--- src/rtl/digit_serial_adder.sv ---
// ---------------------------------------------------------------------------
// digit_serial_adder
//
// Multi-cycle add/subtract unit. A WIDTH-bit operand pair is added DIGIT bits
// per clock, least significant digit first, with the carry between digits
// held in a register. Wide adds cost one DIGIT-wide adder instead of a full
// WIDTH-wide one, at the price of N = WIDTH/DIGIT clocks per operation.
//
// Parameters
//   WIDTH      operand/result width, must be a multiple of DIGIT
//   DIGIT      bits processed per clock (1..WIDTH)
//
// Ports
//   clk        rising-edge clock
//   rst        asynchronous, active-high reset
//   in_valid   operands/mode/cin presented by upstream
//   in_ready   high only while idle; an operation is taken on in_valid&in_ready
//   a, b       operands
//   cin        carry-in (mode=0) or borrow-in (mode=1)
//   mode       0: a+b+cin, 1: a-b-cin
//   out_valid  result registers hold a completed result
//   out_ready  downstream accepts the result
//   sum        result modulo 2^WIDTH
//   cout       final carry; in subtract mode 1 means "no borrow"
//   ovf        two's-complement signed overflow of the result
// ---------------------------------------------------------------------------
module digit_serial_adder #(
  parameter int WIDTH = 16,
  parameter int DIGIT = 4
) (
  input  logic             clk,
  input  logic             rst,
  input  logic             in_valid,
  output logic             in_ready,
  input  logic [WIDTH-1:0] a,
  input  logic [WIDTH-1:0] b,
  input  logic             cin,
  input  logic             mode,
  output logic             out_valid,
  input  logic             out_ready,
  output logic [WIDTH-1:0] sum,
  output logic             cout,
  output logic             ovf
);

  localparam int N  = WIDTH / DIGIT;
  localparam int CW = (N > 1) ? $clog2(N) : 1;

  typedef enum logic [1:0] {
    IDLE,
    RUN,
    DONE
  } state_t;

  state_t           state;
  logic [WIDTH-1:0] a_reg;
  logic [WIDTH-1:0] b_eff;
  logic             carry;
  logic [CW-1:0]    cnt;

  logic [DIGIT-1:0] a_dig;
  logic [DIGIT-1:0] b_dig;
  logic [DIGIT-1:0] dig_sum;
  logic             dig_carry;
  logic             last_digit;

  // Only an idle unit takes new work; anything offered while busy is dropped
  // by upstream's own handshake rules, never queued here.
  assign in_ready = (state == IDLE);

  // Select the current digit of each captured operand. A compare-per-digit
  // mux keeps every slice index a constant.
  always_comb begin
    a_dig = '0;
    b_dig = '0;
    for (int i = 0; i < N; i++) begin
      if (cnt == CW'(i)) begin
        a_dig = a_reg[i*DIGIT +: DIGIT];
        b_dig = b_eff[i*DIGIT +: DIGIT];
      end
    end
  end

  // The single DIGIT-wide adder shared by every digit cycle. Subtraction is
  // folded in at capture time (inverted b, inverted borrow as carry), so the
  // adder itself never needs to know the mode.
  assign {dig_carry, dig_sum} = {1'b0, a_dig} + {1'b0, b_dig} + {{DIGIT{1'b0}}, carry};
  assign last_digit           = (cnt == CW'(N - 1));

  // Control and datapath registers. DONE spends one cycle with out_valid low
  // after the last digit so that the result is advertised a full cycle after
  // the final carry and overflow have been registered.
  always_ff @(posedge clk or posedge rst) begin
    if (rst) begin
      state     <= IDLE;
      a_reg     <= '0;
      b_eff     <= '0;
      carry     <= 1'b0;
      cnt       <= '0;
      sum       <= '0;
      cout      <= 1'b0;
      ovf       <= 1'b0;
      out_valid <= 1'b0;
    end else begin
      case (state)
        IDLE: begin
          if (in_valid) begin
            a_reg <= a;
            b_eff <= mode ? ~b : b;
            carry <= mode ^ cin;
            cnt   <= '0;
            sum   <= '0;
            state <= RUN;
          end
        end

        RUN: begin
          for (int i = 0; i < N; i++) begin
            if (cnt == CW'(i)) begin
              sum[i*DIGIT +: DIGIT] <= dig_sum;
            end
          end
          carry <= dig_carry;
          if (last_digit) begin
            // The top digit being written now holds the result's sign bit.
            cnt   <= '0;
            cout  <= dig_carry;
            ovf   <= (a_reg[WIDTH-1] == b_eff[WIDTH-1]) &&
                     (dig_sum[DIGIT-1] != a_reg[WIDTH-1]);
            state <= DONE;
          end else begin
            cnt <= cnt + CW'(1);
          end
        end

        DONE: begin
          if (!out_valid) begin
            out_valid <= 1'b1;
          end else if (out_ready) begin
            out_valid <= 1'b0;
            state     <= IDLE;
          end
        end

        default: begin
          state <= IDLE;
        end
      endcase
    end
  end

endmodule
--- config.mk ---
export PLATFORM = sky130hd
export DESIGN_NAME = digit_serial_adder
export DESIGN_NICKNAME = d
export VERILOG_FILES = /design/src/rtl/digit_serial_adder.sv
export SDC_FILE = /design/constraint.sdc
export NUM_CORES = 1
export LEC_CHECK = 0
export CORE_MARGIN = 2
export CORE_UTILIZATION = 51
export CTS_BUF_LIST = sky130_fd_sc_hd__clkbuf_4 sky130_fd_sc_hd__clkbuf_8 sky130_fd_sc_hd__clkbuf_16
export DETAILED_ROUTE_END_ITERATION = 8
export GPL_TIMING_DRIVEN = 0
export PLACE_DENSITY = 0.8
export SYNTH_ARGS = -nofsm -noshare
export SYNTH_HDL_FRONTEND = slang
export SYNTH_SLANG_ARGS = --single-unit
--- constraint.sdc ---
create_clock -name clk -period 3.3 [get_ports clk]
set_input_delay 0.825 -clock clk [delete_from_list [all_inputs] [get_ports clk]]
set_output_delay 0.825 -clock clk [all_outputs]
set_load 0.01 [all_outputs]
==> metrics <==
hold_buf cts=0; fin crit share=about nine tenths; Critical Path AT=about 3.2 ns; setup TNS=0 ns; DR WL met3=between 200 and 300 µm; flop2flop setup slack=0.37 ns; Total Routing Usage GR=approximately a fifth; CTS tree=built; Via density=between 5 and 6; initial antenna violation count=0; fin. max-slew vios=0; r2r endpoint=cout; most common cell in the netlist=dfrtp_1; Hold Path End=sum[6]; M1 WL=2650 µm; Unique masters post-synth=32; Iter 0 DRT Violations=111; Non-Filler Instances=404; Max VDD drop=between 500 and 600 µV; die area=between 6000 and 7000 µm²; placed instance area=3440 µm²; detailed-route via count=2110; Slowest-stage cell, CP=fa_1; vias in the first global route=2053; Boundary Pins=58; post-layout min period=between 2 and 3 ns; Die H=just under 80 µm; FFs w/ async S/R, synth=100%; CTS Buffer Depth=2; Seq/Total Area, Yosys=50.6%; final hold violations=0; Slew @ Worst Pin=0.444 ns; reg2reg start=cnt[1]; Synth area leaders=dfrtp_1 (51%), a21oi_1 (7.0%), xnor2_1 (5.1%), nand2_1 (4.9%), mux2_2 (4.9%); Synth area leader=dfrtp_1; Max H-tree Level=2; CTS resizes=0; synth cell count leaders=dfrtp_1 (56), a21oi_1 (39), nand2_1 (36); #FFs+latches synth=56; Post-CTS Setup Bufs=0; CORE AREA=around 5200 µm²; Routed Antenna Nets=0; largest stage delay on the critical path=about 0.45 ns; crit path buf inv count=4; Inst Count DP=around 400; worst r2r path cells=15; final setup fails=0; ys flop type=dfrtp_1; drt total wl=between 5000 and 6000 µm; hold slack=0.489 ns; gpl congestion=0.820; hold path cells=2; status=finished clean; f_max=341 MHz; # nets final=between 300 and 400; dpl hpwl=roughly 4200 µm; CP endpoint kind=flop; crit path kind=reg -> reg; Core Util, Final=about two thirds; Starting Density=53.6%; Syn Inst Count=269; worst hold start=sum[6]; Startpoint Class=flop; CP Cell Sequence=inv_1 -> ha_1 -> buf_2 -> clkbuf_4 -> nand2_1 -> a21oi_1 -> a21oi_1 -> nor2_1 -> a21oi_1 -> fa_1 -> fa_1 -> inv_1 -> a21o_1 -> a21oi_1 -> o21ai_0; first-pass GRT wire length=around 9700 µm; Residual DRC=0; Data required, critical path=3.52 ns; Synth warnings=0; Worst Skew=0.00701 ns; CTS Buf Count=5; Syn Nets=316; Die X=77.7 µm; global route total overflow=0; EDFF count, synth=0; crit-path leading delay family=adder cells; Crit path top cell by count=a21oi_1; Hold Path Class=reg -> reg; share of cells above drive strength 1=15.0%; wire per inst=approximately 14 µm; IO buf count=56; DR pass1 iterations=4; clock slew at reported path FFs=around 0.10 ns; Final Cell Area=approximately 3500 µm²; FILL cells=about 400; Leakage=1.51 nW; largest net degree at the start of global routing=39; Synth Area per Inst=around 10 µm²; antenna fix cells=0; Pwr Density=1040 nW/µm²; TritonCTS Sinks=56; area share of the largest cell type after synthesis=50.6%; Max Cap Viol=0; Syn-to-layout area delta=27.9%; met2 routed WL=approximately 2800 µm; # rows=26; Synth Cell Area=2770 µm²; root buf cell=clkbuf_8; highest metal used=met4; Max-slew headroom=roughly 70%; Clock Latency Late Sink=0.31 ns; CP max FO=10; RSZ-0062 raised after global routing=false
-- worst max-delay path by stage --
stage / slack, ns / end / cells past startpoint / start
floorplan: 0.70 / sum[10] / 11 / cnt[0]
CTS: 0.12 / sum[10] / 11 / cnt[0]
global route: 0.03 / cout / 15 / cnt[1]
finish: 0.37 / cout / 15 / cnt[1]
global placement: 0.17 / out_valid / 2 / rst
detailed placement: 0.14 / sum[10] / 11 / cnt[0]
-- layer usage --
metal / GRT usage, % / vias to the layer above
met2: 34.5 / 57
met4: 5.18 / 0
met1: 26.6 / 1004
li1: - / 1042
met5: 0 / -
met3: 4.30 / 7
-- area by class of cell --
cell class                      count  area [µm²]  share of cell area [%]
Sequential cell                    56        1400                    39.5
Multi-Input combinational cell    191        1260                    35.5
Timing Repair Buffer               57         581                    16.4
Buffer                             16         101                    2.86
Tap cell                           70        87.6                    2.47
Clock buffer                        6        82.6                    2.33
Inverter                            6        22.5                   0.636
Clock inverter                      2        10.0                   0.282
-- cells in the final DEF, fill, tap and decap left out, types with 2 or more instances in the layout --
| cell | instances |
|---|---|
| a32o_1 | 4 |
| inv_1 | 5 |
| clkdlybuf4s50_1 | 56 |
| clkinv_2 | 2 |
| clkbuf_1 | 2 |
| ha_1 | 7 |
| dfrtp_1 | 56 |
| o21ai_0 | 15 |
| nand2_1 | 36 |
| o21ai_1 | 5 |
| mux2_2 | 12 |
| xnor2_1 | 16 |
| mux2_4 | 4 |
| nand3b_1 | 8 |
| a21oi_2 | 4 |
| a21o_1 | 3 |
| clkbuf_8 | 6 |
| xor2_2 | 2 |
| a21oi_1 | 39 |
| nor2_1 | 23 |
| o31ai_1 | 2 |
| buf_2 | 8 |
| buf_6 | 3 |
| fa_1 | 2 |
-- through the flow --
step	total power, mW	setup WS, ns
6_report	3.68	0.367
3_5_place_dp	3.28	0.139
3_3_place_gp	3.21	0.165
5_1_grt	4.00	0.0301
4_1_cts	3.66	0.120
2_1_floorplan	2.62	0.697
-- power breakdown --
part	leakage, nW	switching (mW)	total, mW	internal [mW]
combinational	0.782	1.15	2.10	0.953
clock	0.0510	0.216	0.384	0.168
sequential	0.677	0.189	1.20	1.01
-- tightest hold or removal path, cell delays in order, from the launching register on --
cell	delay (ns)
dfrtp_1	0.36
nand2_1	0.05
o21ai_0	0.06
-- cell families after synthesis --
family | Yosys count | synth area share (%)
muxes | 17 | 7.40
buffers and inverters | 22 | 4.33
DFF | 56 | 50.6
adders and majority gates | 9 | 4.60
xor gates and xnor gates | 19 | 6.28
and+or+nand+nor | 71 | 11.2
AOI/OAI and AO/OA | 75 | 15.6
Note: power is estimated with default switching activity, not from simulation.
